## config.mk

```make
export PLATFORM = sky130hd
export DESIGN_NAME = la_orevent
export DESIGN_NICKNAME = d
export VERILOG_FILES = /design/src/rtl/la_orevent_pkg.sv /design/src/rtl/la_orevent_sync.sv /design/src/rtl/la_orevent.sv
export SDC_FILE = /design/constraint.sdc
export NUM_CORES = 1
export LEC_CHECK = 0
export ABC_AREA = 1
export CAP_MARGIN = 20
export CORE_AREA = 2 2 39 41
export DETAILED_ROUTE_END_ITERATION = 10
export DIE_AREA = 0 0 41 43
export SLEW_MARGIN = 20
export SYNTH_ARGS = -nofsm -noshare
export SYNTH_HDL_FRONTEND = slang
export SYNTH_SLANG_ARGS = --single-unit
```

## constraint.sdc

```tcl
create_clock -name clk -period 0.8 [get_ports clk]
set_clock_uncertainty 0.05 [all_clocks]
set_input_delay 0.08 -clock clk [delete_from_list [all_inputs] [get_ports clk]]
set_output_delay 0.08 -clock clk [all_outputs]
set_load 0.03 [all_outputs]
```

## src/rtl/la_orevent_pkg.sv

```systemverilog
// Shared constants and helpers for the la_orevent event collector.
// N is limited to LA_MAX_N by the masked OR-reduce helper.
package la_orevent_pkg;

  localparam int LA_EV_LEVEL = 0;
  localparam int LA_EV_EDGE  = 1;
  localparam int SYNC_STAGES = 2;
  localparam int LA_MAX_N    = 64;

  function automatic logic la_mask_or(
    input logic [LA_MAX_N-1:0] v,
    input logic [LA_MAX_N-1:0] m
  );
    return |(v & m);
  endfunction

endpackage

```

## src/rtl/la_orevent_sync.sv

```systemverilog
// N-wide multi-flop synchronizer with async active-low reset.
// Used by la_orevent only when LA_OREVENT_SYNC_EN is defined.
module la_orevent_sync
  import la_orevent_pkg::*;
#(
  parameter int N = 2
) (
  input  logic         clk,
  input  logic         nreset,
  input  logic [N-1:0] d,
  output logic [N-1:0] q
);

  logic [N-1:0] stg [SYNC_STAGES];

  always_ff @(posedge clk or negedge nreset) begin
    if (!nreset) begin
      for (int i = 0; i < SYNC_STAGES; i++) begin
        stg[i] <= '0;
      end
    end else begin
      stg[0] <= d;
      for (int i = 1; i < SYNC_STAGES; i++) begin
        stg[i] <= stg[i-1];
      end
    end
  end

  assign q = stg[SYNC_STAGES-1];

endmodule

```

## src/rtl/la_orevent.sv

```systemverilog
// Registered sticky event collector with masked OR output z.
// Define LA_OREVENT_SYNC_EN to add a 2-flop input synchronizer.
module la_orevent
  import la_orevent_pkg::*;
#(
  parameter int N    = 2,
  parameter int EDGE = LA_EV_EDGE,
  parameter     PROP = "DEFAULT"
) (
  input  logic         clk,
  input  logic         nreset,
  input  logic [N-1:0] in,
  input  logic [N-1:0] mask,
  input  logic [N-1:0] clr,
  output logic [N-1:0] pending,
  output logic [N-1:0] overflow,
  output logic         z
);

  localparam logic EDGE_MODE = (EDGE == LA_EV_EDGE);

  logic [N-1:0]        s;
  logic [N-1:0]        in_q;
  logic [N-1:0]        ev;
  logic [LA_MAX_N-1:0] pend_w;
  logic [LA_MAX_N-1:0] mask_w;

  if ($bits(PROP) == 0) begin : g_prop_empty
  end

`ifdef LA_OREVENT_SYNC_EN
  la_orevent_sync #(
    .N(N)
  ) u_sync (
    .clk    (clk),
    .nreset (nreset),
    .d      (in),
    .q      (s)
  );
`else
  assign s = in;
`endif

  // In level mode the history term is forced off, so ev follows s.
  assign ev = s & ~(in_q & {N{EDGE_MODE}});

  assign pend_w = LA_MAX_N'(pending);
  assign mask_w = LA_MAX_N'(mask);

  always_ff @(posedge clk or negedge nreset) begin
    if (!nreset) begin
      in_q     <= '0;
      pending  <= '0;
      overflow <= '0;
      z        <= 1'b0;
    end else begin
      in_q     <= s;
      pending  <= ev | (pending & ~clr);
      overflow <= (ev & pending & ~clr)
                | (overflow & ~clr);
      z        <= la_mask_or(pend_w, mask_w);
    end
  end

endmodule

```

**Yosys cells after proc, flatten, opt, wreduce, memory -nomap -nowiden**

Cells that the tools add are included.

- Input port bits: 8
- Bits in registers: 7
- Logic and storage cells: 15
- Output and inout bits: 5

- Reduce and logical (&&, ||, !) cells: 1
- Bitwise operators: 10

Operator list:

| cell | number |
|---|---|
| 64-bit OR reduction | 1 |
| 2-bit bitwise AND | 6 |
| 2-bit NOT | 2 |
| 2-bit bitwise OR | 2 |

**Longest topological paths before layout**

Gate-level depths: netlist of the first run.

- Depth after elaboration: 5
- Mapped depth: 4

**Least setup slack after synthesis of the first run**

No wires, ideal clock.

- Path kind: register to register
- Start point: register pending[0]
- End point: register overflow[0]
- Cell stages (with the launch flop): 5
- Path buffers: 0
- Required time: 685 ps
- Setup slack: -71 ps
- Arrival: 755 ps
- Library setup time: 65 ps
- Path through: dfrtp_1 inv_1 nor2_1 nand2_1 nand2_1

- Word-level cells in the longest chain between the ends: 3

Ends and longest elaborated chain:

| what | line | RTL |
|---|---|---|
| start, declared | la_orevent.sv:15 | `output logic [N-1:0] pending,` |
| start signal, assigned | la_orevent.sv:58 | `pending <= ev \| (pending & ~clr);` |
| 2-bit bitwise AND (2 in series) | la_orevent.sv:59 | `overflow <= (ev & pending & ~clr)` |
| 2-bit bitwise OR | la_orevent.sv:60 | `\| (overflow & ~clr);` |
| end signal, assigned | la_orevent.sv:59 |  |
| end, declared | la_orevent.sv:16 | `output logic [N-1:0] overflow,` |

Every way passes these cells.

**Final worst setup path of the first run**

- Start point: register pending[0]
- End point: output port pending[0]

No word-level cell between the ends.

==> results of run 1 <==
==> cell usage after synthesis <==
library cell  number
inv_1              6
nor2_1             4
nand2_1           11
dfrtp_1            7
o21ai_0            2
==> stage by stage <==
stage / utilization / hold slack, ps / setup TNS (ps)
finish: 0.338 / 41.2 / -708
CTS: 0.336 / 44.4 / -770
detailed placement: 0.285 / 316 / -456
floorplan: - / -266 / -34.5
global placement: 0.285 / 311 / -421
global route: 0.338 / 47.2 / -1140
==> cell type report <==
| type | count | area, um2 | share of cell area |
|---|---|---|---|
| Sequential cell | 7 | 178 | 0.380 |
| Timing Repair Buffer | 15 | 153 | 0.326 |
| Multi-Input combinational cell | 17 | 68.8 | 0.147 |
| Clock buffer | 4 | 26.3 | 0.0561 |
| Inverter | 6 | 22.5 | 0.0481 |
| Tap cell | 16 | 20.0 | 0.0428 |
==> worst max-delay path by stage <==
| stage | start | to | slack, ps | cells past startpoint |
|---|---|---|---|---|
| after CTS | pending[1]$_DFF_PN0_ | pending[1] | -140 | 1 |
| after floorplan | pending[0]$_DFF_PN0_ | overflow[0]$_DFF_PN0_ | -20 | 4 |
| final | pending[0]$_DFF_PN0_ | pending[0] | -130 | 1 |
| after global routing | pending[1]$_DFF_PN0_ | pending[1] | -170 | 1 |
| after detailed placement | in[1] | overflow[1]$_DFF_PN0_ | -120 | 5 |
| after global placement | clr[0] | pending[0]$_DFF_PN0_ | -110 | 4 |
==> power breakdown <==
group | leakage, nW | switching [mW] | total, mW | internal [mW]
registers | 0.0848 | 0.0155 | 0.397 | 0.382
logic | 0.143 | 0.0894 | 0.188 | 0.0988
clock network | 0.0150 | 0.124 | 0.314 | 0.190
total | 0.243 | 0.229 | 0.899 | 0.670
==> cell families (layout without fill, tap and decap cells) <==
family | after synthesis | in the layout | share of synthesized area
buf+inv | 6 | 25 | 0.0853
simple gates | 15 | 15 | 0.213
compound gates | 2 | 2 | 0.0379
flops | 7 | 7 | 0.664
==> flip-flops by register name (all words and copies together) (netlist names) <==
name / count
z: 1
in_q: 2
overflow: 2
pending: 2
==> metal layers <==
| layer | track usage | share of wire | up-vias |
|---|---|---|---|
| met1 | 0.0795 | 0.42 | 100 |
| met3 | 0.0785 | 0.14 | 0 |
| met5 | 0 | 0 | - |
| li1 | - | - | 125 |
| met2 | 0.100 | 0.44 | 11 |
| met4 | 0.0400 | 0 | 0 |
==> timing repair <==
action	4_1_cts	5_1_grt
setup buffers	3	0
cloned	0	0
endpoints found under the setup margin	5	10
endpoints found under the hold margin	0	0
hold buffers	0	0
pin swaps	0	1
resized for setup	8	1
==> results by stage, run 1 <==
Placed design:
- The post-place setup slack is -123 ps.
- Detailed placement finished with a half-perimeter wire length of 356 um.
- The final estimated routing congestion in global placement is 0.688.
- The instance area after placement is 394 um2.
- The quantity of I/O buffers inserted on ports is 12.
- Once placement completed, the tool counted placed cells totaling 58.

Clocking:
- The clock net sink count is 7.
- The root cell of the clock tree is clkbuf_4.
- The later pin in the worst-skew pair is clocked with a latency of 250 ps.
- The number of buffers inserted during clock tree synthesis is 3.
- The clock edge transition at the registers on the reported setup and hold paths is 50 ps.
- CTS built an H-tree with a depth of 1.
- The number of buffers on the longest clock path is 2.
- TritonCTS built the clock tree.

Logic synthesis:
- Summing every instance area after synthesis gives 264 um2.
- By area the synthesized netlist is led by dfrtp_1 (66%), nand2_1 (16%), inv_1 (8.5%).
- The net count after synthesis is 38.
- In the synthesized netlist, the number of instances is 30.
- The mean cell area of the mapped netlist is 8.80 um2.
- The number of register bits inferred by synthesis is 7.
- The biggest area contributor in the post-synthesis netlist is dfrtp_1.
- The area share of the leading cell type in the synthesized netlist is 0.664.
- The sequential element share of the synthesized area is 0.664.
- The Yosys step of the flow raised 0 warnings.
- The netlist uses 5 different library cells.

Pwr:
- The leakage dissipation is 0.243 nW.
- The overall power consumption is 0.899 mW.
- The worst-case IR drop observed on VDD is 1.01 mV.
- The cell area power density is 1920 nW/um2.

Drt:
- In the final routed layout, each cell accounts on average for 7.80 um.
- The pre-antenna-repair detailed-routing pass consisted of 2 iterations.
- The violation count after the first detailed-route iteration is 3.
- Across all layers, the routed design uses 236 vias.
- The count of nets left with antenna violations after detail routing is 0.
- The count of unresolved DRC violations after routing is 0.
- The routed wire length is 507 um.
- After detailed routing, the number of vias per cell comes to 3.63.

Cells and area:
- The number of inserted filler cells in the final layout is 152.
- Once layout is done, the placed cells without fillers occupy 468 um2.
- The final layout contains 58 nets.
- The share of final-layout standard cells stronger than drive strength 1 is 0.306.
- The library cells used most frequently in the layout, excluding fill and tap cells, are nand2_1 (10), clkdlybuf4s50_1 (7), buf_6 (6).
- The area growth from synthesis to final layout is 77.3%.
- The count of placed standard cells in the final layout, fillers left out is 65.
- The library cell used most frequently in the layout, excluding fill and tap cells, is nand2_1.
- The number of inserted diodes is 0.

Timing:
- The highest clock frequency the design can meet is 1.07 GHz.
- The number of setup violations in the final report is 8.
- Headroom to the max-slew limit came out at 0.780.
- Counting I/O delays and the setup requirement, the final critical path takes 931 ps.
- The number of hold-slack violations in the final timing report is 0.
- Setup repair after global routing could not meet its margin everywhere.
- In the finished design, the share of the clock period the worst path needs comes to 1.16.
- The number of max-slew violations in the final report is 0.
- At the pin with the least slew margin, the transition time is 328 ps.
- The setup slack after layout is -131 ps.

GRT:
- The maximum number of pins on one net before global-route repair is 8.
- The residual overflow from global routing is 0.
- The first-pass GRT wire length is 821 um.
- In the global route stage, overall resource usage came out at 0.0780.
- The number of global-route vias before repair came to 224.
- The number of antenna violations at the first check in global routing was 0.

Setup path:
- Counting both buffers and inverters, the worst setup path holds a total of 1.
- The signal on the critical path passes through buf_6.
- The nature of the critical path startpoint is a flip-flop.
- In this run the worst path has a maximum fanout of 2.
- The data arrival time of the critical path is 800 ps.
- The worst register-to-register path ends at overflow[1]$_DFF_PN0_.
- The worst reg2reg path depth is 5.
- The critical path capture point type is an output port.
- In this run the register-to-register setup slack is -80 ps.
- On the critical path, the stage with the largest delay is an instance of dfrtp_2.
- The delay of the slowest cell on the worst path is 410 ps.
- For the worst setup path, the data required time is 670 ps.
- The kind of cell adding the most delay to the critical path is flip-flops.
- The launch instance of the worst register-to-register path is pending[1]$_DFF_PN0_.
- The start-to-end type of the worst setup path is reg2out.

Floorplan:
- The floorplan has 14 rows.
- The initial utilization of the core area, before any placement, comes to 0.191.
- The die is 41 um wide.
- The die covers 1760 um2.
- Pin placement for this block handled 13 I/O pins.
- The floorplan step defined a core boundary enclosing 1380 um2.
- The chip height is 43 um.

Worst hold path:
- The type of the worst min-delay path is in2async.

Status:
- The checks that failed: negative setup slack.
- The flow ran to the end, but the final reports show violations.

Flow run:
- Max-cap violations in this run came to 0.
No activity file was read; power rests on OpenSTA's default activity.
==> run 2: changes to the inputs <==
Settings changed: DONT_BUFFER_PORTS set to 1.
==> results by stage, run 2 (synthesis gave the netlist of run 1 again) <==
Floorplan:
- The overall die width is 41 um (unchanged).
- The core footprint came to 1380 um2 (unchanged).
- The initial standard-cell utilization of the core came to 0.191 (unchanged).
- The count of boundary I/O pins is 13 (unchanged).
- The number of rows created at floorplan was 14 (unchanged).
- The die footprint was 1760 um2 (unchanged).
- The chip height is 43 um (unchanged).

Setup path:
- The biggest fanout along the worst timing path is 2 (unchanged).
- The worst reg2reg path depth came to 5 (unchanged).
- The count of buffering cells on the critical path with inverters included is 1 (unchanged).
- The total number of cells along the worst setup path is 1 (unchanged).
- Critical Path, Cell by Cell: buf_6 (unchanged).
- The delay of the slowest cell on the worst path is 410 ps (about the same).
- The kind of cell adding the most delay to the critical path was flip-flops (unchanged).
- The nature of the critical path startpoint is a flip-flop (unchanged).
- The required time of the worst setup path is 670 ps (about the same).
- The data arrival time of the critical path is 800 ps (about the same).
- The critical-path cell with the highest stage delay is dfrtp_2 (unchanged).
- The start-to-end type of the worst setup path is reg2out (unchanged).
- The critical path capture point type is an output port (unchanged).

Pwr:
- The combinational power share is 0.180 (was 0.209).
- The internal power of the cells is 0.655 mW (was 0.670 mW).
- The fraction of power consumed by sequential logic is 0.460 (was 0.442).
- The peak supply drop came to 1.16 mV (was 1.01 mV).
- The overall power consumption is 0.890 mW (was 0.899 mW).
- The leakage dissipation is 0.237 nW (was 0.243 nW).
- The share of total power consumed by net switching is 0.264 (was 0.254).
- The clock network power share is 0.361 (was 0.349).
- The net switching power figure is 0.235 mW (was 0.229 mW).
- The cell area power density came to 1940 nW/um2 (was 1920 nW/um2).

Cells and area:
- The post-layout net count is 57 (was 58).
- The share of final-layout standard cells stronger than drive strength 1 is 0.313 (was 0.306).
- The area growth from synthesis to final layout is 73.5% (was 77.3%).
- The count of placed standard cells in the final layout, fillers left out is 64 (was 65).
- The share of the core filled with cells was 0.331 (was 0.338).
- The number of inserted diodes came to 0 (unchanged).
- The commonest non-fill, non-tap cell in the layout is nand2_1 (unchanged).
- The number of inserted filler cells in the final layout was 141 (was 152).
- Biggest regs: in_q: 2 flops, overflow: 2 flops, pending: 2 flops (unchanged).
- Most used cells in the layout excluding fill and tap cells: nand2_1 (10), dlygate4sd3_1 (7), inv_1 (5), buf_6 (5) (was nand2_1 (10), clkdlybuf4s50_1 (7), buf_6 (6)).

Timing:
- The setup slack after layout is -132 ps (was -131 ps).
- The worst relative slew slack is 0.771 (was 0.780).
- The period utilization is 1.17 (was 1.16).
- The final total negative setup slack came to -699 ps (was -708 ps).
- The minimum clock period after layout is 932 ps (was 931 ps).
- The number of max-slew violations in the final report is 0 (unchanged).
- The number of hold-slack violations in the final timing report is 0 (unchanged).
- The number of setup violations in the final report was 8 (unchanged).
- The highest clock frequency the design can meet was 1.07 GHz (about the same).
- Unrepaired setup endpoints after global routing: yes (unchanged).
- The slew at the pin closest to its max-slew limit was 342 ps (was 328 ps).

Clocking:
- The clock net sink count is 7 (unchanged).
- The TritonCTS clock tree is yes (unchanged).
- The root cell of the clock tree is clkbuf_4 (unchanged).
- The number of buffers inserted during clock tree synthesis is 3 (unchanged).
- The clock network latency to the later pin of the worst-skew pair was 250 ps (about the same).
- The clock edge transition at the registers on the reported setup and hold paths came to 50 ps (about the same).
- The number of H-tree levels was 1 (unchanged).
- The number of buffers on the longest clock path is 2 (unchanged).

Placed design:
- The final estimated routing congestion in global placement is 0.707 (was 0.688).
- The cell count after placement is 50 (was 58).
- The quantity of I/O buffers inserted on ports was 0 (was 12).
- The final HPWL from detailed placement is 414 um (was 356 um).

GRT:
- The first-pass GRT wire length is 862 um (was 821 um).
- The maximum number of pins on one net before global-route repair is 8 (unchanged).
- The all-layer global routing usage came to 0.0838 (was 0.0780).
- The number of antenna violations at the first check in global routing is 0 (unchanged).
- The residual overflow from global routing is 0 (unchanged).
- The number of global-route vias before repair is 219 (was 224).

Drt:
- The count of nets left with antenna violations after detail routing came to 0 (unchanged).
- The routed wire length is 547 um (was 507 um).
- The violation count after the first detailed-route iteration is 1 (was 3).
- The total iterations of the first detailed-routing run is 2 (unchanged).
- The detailed-route via count was 241 (was 236).
- The per-cell via count in the routed design is 3.77 (was 3.63).
- The count of unresolved DRC violations after routing came to 0 (unchanged).
- The per-cell routed wire length is 8.55 um (was 7.80 um).

Status:
- Outcome: finished with violations (unchanged).
- Violations in the final reports: negative setup slack (unchanged).

Flow run:
- The number of max-capacitance violations reported was 0 (unchanged).

Worst hold path:
- The type of the worst min-delay path is in2async (unchanged).
[run 2: path summary, 6_finish.rpt]
kind	startpoint	slack, ps	to
worst max-delay path	pending[0]$_DFF_PN0_	-130	pending[0]
worst min-delay path	nreset	110	overflow[0]$_DFF_PN0_
worst max register to register	pending[1]$_DFF_PN0_	-90	overflow[1]$_DFF_PN0_
worst min register to register	in_q[0]$_DFF_PN0_	370	pending[0]$_DFF_PN0_
max in group asynchronous	nreset	320	pending[0]$_DFF_PN0_
min in group clk	in[0]	370	in_q[0]$_DFF_PN0_
[run 2: repair_timing]
action                                 4_1_cts  5_1_grt
endpoints found under the hold margin       14        0
pin swaps                                    0        3
setup endpoints to repair                    5       10
hold buffers                                 7        0
resized for setup                            7        3
buffers inserted                             3        0
[run 2: routing by layer]
layer | vias up | share of wire | GRT usage
li1 | 124 | - | -
met1 | 102 | 0.40 | 0.0787
met2 | 13 | 0.46 | 0.109
met3 | 2 | 0.13 | 0.0942
met4 | 0 | 0.011 | 0.0400
met5 | - | 0 | 0
[run 2: power groups by stage]
stage | clock, mW | combinational [mW] | sequential (mW)
after floorplan | 0 | 0.0275 | 0.443
after global placement | 0 | 0.0851 | 0.415
after detailed placement | 0 | 0.0868 | 0.415
after CTS | 0.338 | 0.159 | 0.409
after global routing | 0.369 | 0.176 | 0.413
final | 0.321 | 0.160 | 0.409
[run 2: stage by stage]
step                      hold WS (ps)  area (um2)  worst slack, ps
final                              113         458             -132
after global routing               121         458             -171
after CTS                          113         455             -145
after detailed placement          -265         317             30.6
after global placement            -265         317             46.7
after floorplan                   -266         267            -17.3
[run 2: final cells by class]
| cell class | instances | area [um2] | area share |
|---|---|---|---|
| clock buffers | 4 | 26.3 | 0.0574 |
| multi-input cells | 17 | 68.8 | 0.150 |
| inverters | 6 | 22.5 | 0.0492 |
| flip-flops and latches | 7 | 179 | 0.391 |
| well taps | 16 | 20.0 | 0.0437 |
| repair buffers | 14 | 141 | 0.309 |
==> run 3: changes to the inputs <==
Settings changed: HOLD_SLACK_MARGIN set to 0.15, RECOVER_POWER set to 25, SETUP_SLACK_MARGIN set to 0.5.
==> results by stage, run 3 (synthesis gave the netlist of run 1 again) <==
Worst hold path:
- The type of the worst min-delay path is in2async (unchanged).

Drt:
- The per-cell routed wire length was 9.35 um (was 8.55 um).
- The count of unresolved DRC violations after routing came to 0 (unchanged).
- The total iterations of the first detailed-routing run is 1 (was 2).
- The routed wire length is 533 um (was 547 um).
- The per-cell via count in the routed design came to 3.77 (about the same).
- The detailed-route via count is 215 (was 241).
- The violation count after the first detailed-route iteration is 0 (was 1).
- The count of nets left with antenna violations after detail routing is 0 (unchanged).

Pwr:
- The peak supply drop is 0.851 mV (was 1.16 mV).
- The cell area power density came to 2160 nW/um2 (was 1940 nW/um2).
- The leakage dissipation is 0.211 nW (was 0.237 nW).

Setup path:
- The start-to-end type of the worst setup path is reg2out (unchanged).
- Critical Path, Cell by Cell: buf_6 (unchanged).
- The data arrival time of the critical path is 810 ps (was 800 ps).
- The biggest fanout along the worst timing path is 2 (unchanged).
- The critical-path cell with the highest stage delay is dfrtp_2 (unchanged).
- The required time of the worst setup path is 670 ps (about the same).
- The start point of the critical path is pending[1]$_DFF_PN0_ (was pending[0]$_DFF_PN0_).
- The kind of cell adding the most delay to the critical path is flip-flops (unchanged).
- The critical path capture point type was an output port (unchanged).
- The delay of the slowest cell on the worst path is 410 ps (about the same).
- The nature of the critical path startpoint is a flip-flop (unchanged).
- The count of buffering cells on the critical path with inverters included is 1 (unchanged).
- The launch instance of the worst register-to-register path is pending[1]$_DFF_PN0_ (unchanged).

Timing:
- The slew at the pin closest to its max-slew limit is 159 ps (was 342 ps).
- The period utilization is 1.17 (about the same).
- The number of max-slew violations in the final report is 0 (unchanged).
- The highest clock frequency the design can meet was 1.07 GHz (about the same).
- Unrepaired setup endpoints after global routing: yes (unchanged).
- The worst relative slew slack came to 0.895 (was 0.771).
- The minimum hold slack is -537 ps (was 113 ps).
- The number of setup violations in the final report is 7 (was 8).
- The setup slack after layout is -138 ps (was -132 ps).
- The minimum clock period after layout came to 938 ps (was 932 ps).
- The final total negative setup slack is -655 ps (was -699 ps).
- The number of hold-slack violations in the final timing report was 14 (was 0).

Status:
- Outcome: finished with violations (unchanged).
- Violations in the final reports: negative hold slack, negative setup slack (was negative setup slack).

Placed design:
- The post-place setup slack is 31.3 ps (was 30.6 ps).
- The quantity of I/O buffers inserted on ports is 0 (unchanged).
- The final HPWL from detailed placement is 396 um (was 414 um).
- The instance area after placement is 318 um2 (was 317 um2).
- The final estimated routing congestion in global placement is 0.626 (was 0.707).
- The cell count after placement is 50 (unchanged).

Clocking:
- The clock net sink count is 7 (unchanged).
- The number of buffers on the longest clock path is 2 (unchanged).
- The clock network latency to the later pin of the worst-skew pair is 260 ps (was 250 ps).
- The clock edge transition at the registers on the reported setup and hold paths is 50 ps (about the same).
- The number of buffers inserted during clock tree synthesis came to 3 (unchanged).
- The TritonCTS clock tree is yes (unchanged).
- The number of H-tree levels is 1 (unchanged).
- The root cell of the clock tree was clkbuf_4 (unchanged).

Cells and area:
- The count of placed standard cells in the final layout, fillers left out was 57 (was 64).
- The area growth from synthesis to final layout was 52.6% (was 73.5%).
- The final standard cell area without fillers is 403 um2 (was 458 um2).
- Biggest regs: in_q: 2 flops, overflow: 2 flops, pending: 2 flops (unchanged).
- The share of final-layout standard cells stronger than drive strength 1 is 0.488 (was 0.313).
- The post-layout net count is 50 (was 57).
- The number of inserted diodes is 0 (unchanged).
- The commonest non-fill, non-tap cell in the layout is nand2_1 (unchanged).
- Most used cells in the layout excluding fill and tap cells: nand2_1 (7), buf_6 (6) (was nand2_1 (10), dlygate4sd3_1 (7), inv_1 (5), buf_6 (5)).
- The share of the core filled with cells is 0.291 (was 0.331).

Floorplan:
- The initial standard-cell utilization of the core is 0.191 (unchanged).
- The number of rows created at floorplan is 14 (unchanged).
- The chip height is 43 um (unchanged).
- The count of boundary I/O pins is 13 (unchanged).
- The die footprint came to 1760 um2 (unchanged).
- The overall die width is 41 um (unchanged).
- The core footprint is 1380 um2 (unchanged).

GRT:
- The number of global-route vias before repair is 221 (was 219).
- The all-layer global routing usage is 0.0829 (was 0.0838).
- The maximum number of pins on one net before global-route repair is 8 (unchanged).
- The first-pass GRT wire length came to 828 um (was 862 um).
- The residual overflow from global routing was 0 (unchanged).
- The number of antenna violations at the first check in global routing is 0 (unchanged).

Flow run:
- The number of max-capacitance violations reported came to 0 (unchanged).
## run 3: path summary, 6_finish.rpt
kind,to,slack (ps),cells after the start
setup / recovery,pending[1],-140,1
max in group asynchronous,pending[0]$_DFF_PN0_,1150,0
setup reg to reg,overflow[1]$_DFF_PN0_,-50,5
min in group clk,in_q[1]$_DFF_PN0_,-200,0
hold reg to reg,pending[1]$_DFF_PN0_,380,1
hold / removal,overflow[0]$_DFF_PN0_,-540,0
## run 3: cell type report
class | instances | area, um2
Clock buffer | 4 | 26.3
Inverter | 6 | 22.5
Timing Repair Buffer | 7 | 75.1
Multi-Input combinational cell | 17 | 80.1
Tap cell | 16 | 20.0
Sequential cell | 7 | 179
Fill cell | 155 | 981
## run 3: what timing repair did
item / in CTS / in global routing
endpoints found under the hold margin: 14 / 14
setup endpoints to repair: 10 / 10
resized for setup: 8 / 7
gates cloned: 0 / 0
setup buffers: 3 / 0
pin swaps: 1 / 4
## run 3: layer usage
layer  vias to the layer above  share of wire  track usage  wire length, um
met3                         2           0.14       0.0942               76
met4                         0          0.021       0.0600               11
met5                         -              0            0                0
li1                        110              -            -                -
met1                        91           0.40       0.0855              214
met2                        12           0.43       0.0906              230
## run 3: through the flow
stage / hold WS, ps / total power [mW]
6_report: -537 / 0.871
3_5_place_dp: -265 / 0.504
5_1_grt: -564 / 0.944
3_3_place_gp: -265 / 0.502
2_1_floorplan: -266 / 0.472
4_1_cts: -547 / 0.881
## run 3: where the power goes
part | switching [mW] | total [mW] | internal (mW) | leakage (nW)
Clock | 0.135 | 0.325 | 0.191 | 0.0150
Sequential | 0.0278 | 0.411 | 0.383 | 0.0836
Combinational | 0.0688 | 0.135 | 0.0659 | 0.113
Total | 0.231 | 0.871 | 0.639 | 0.211
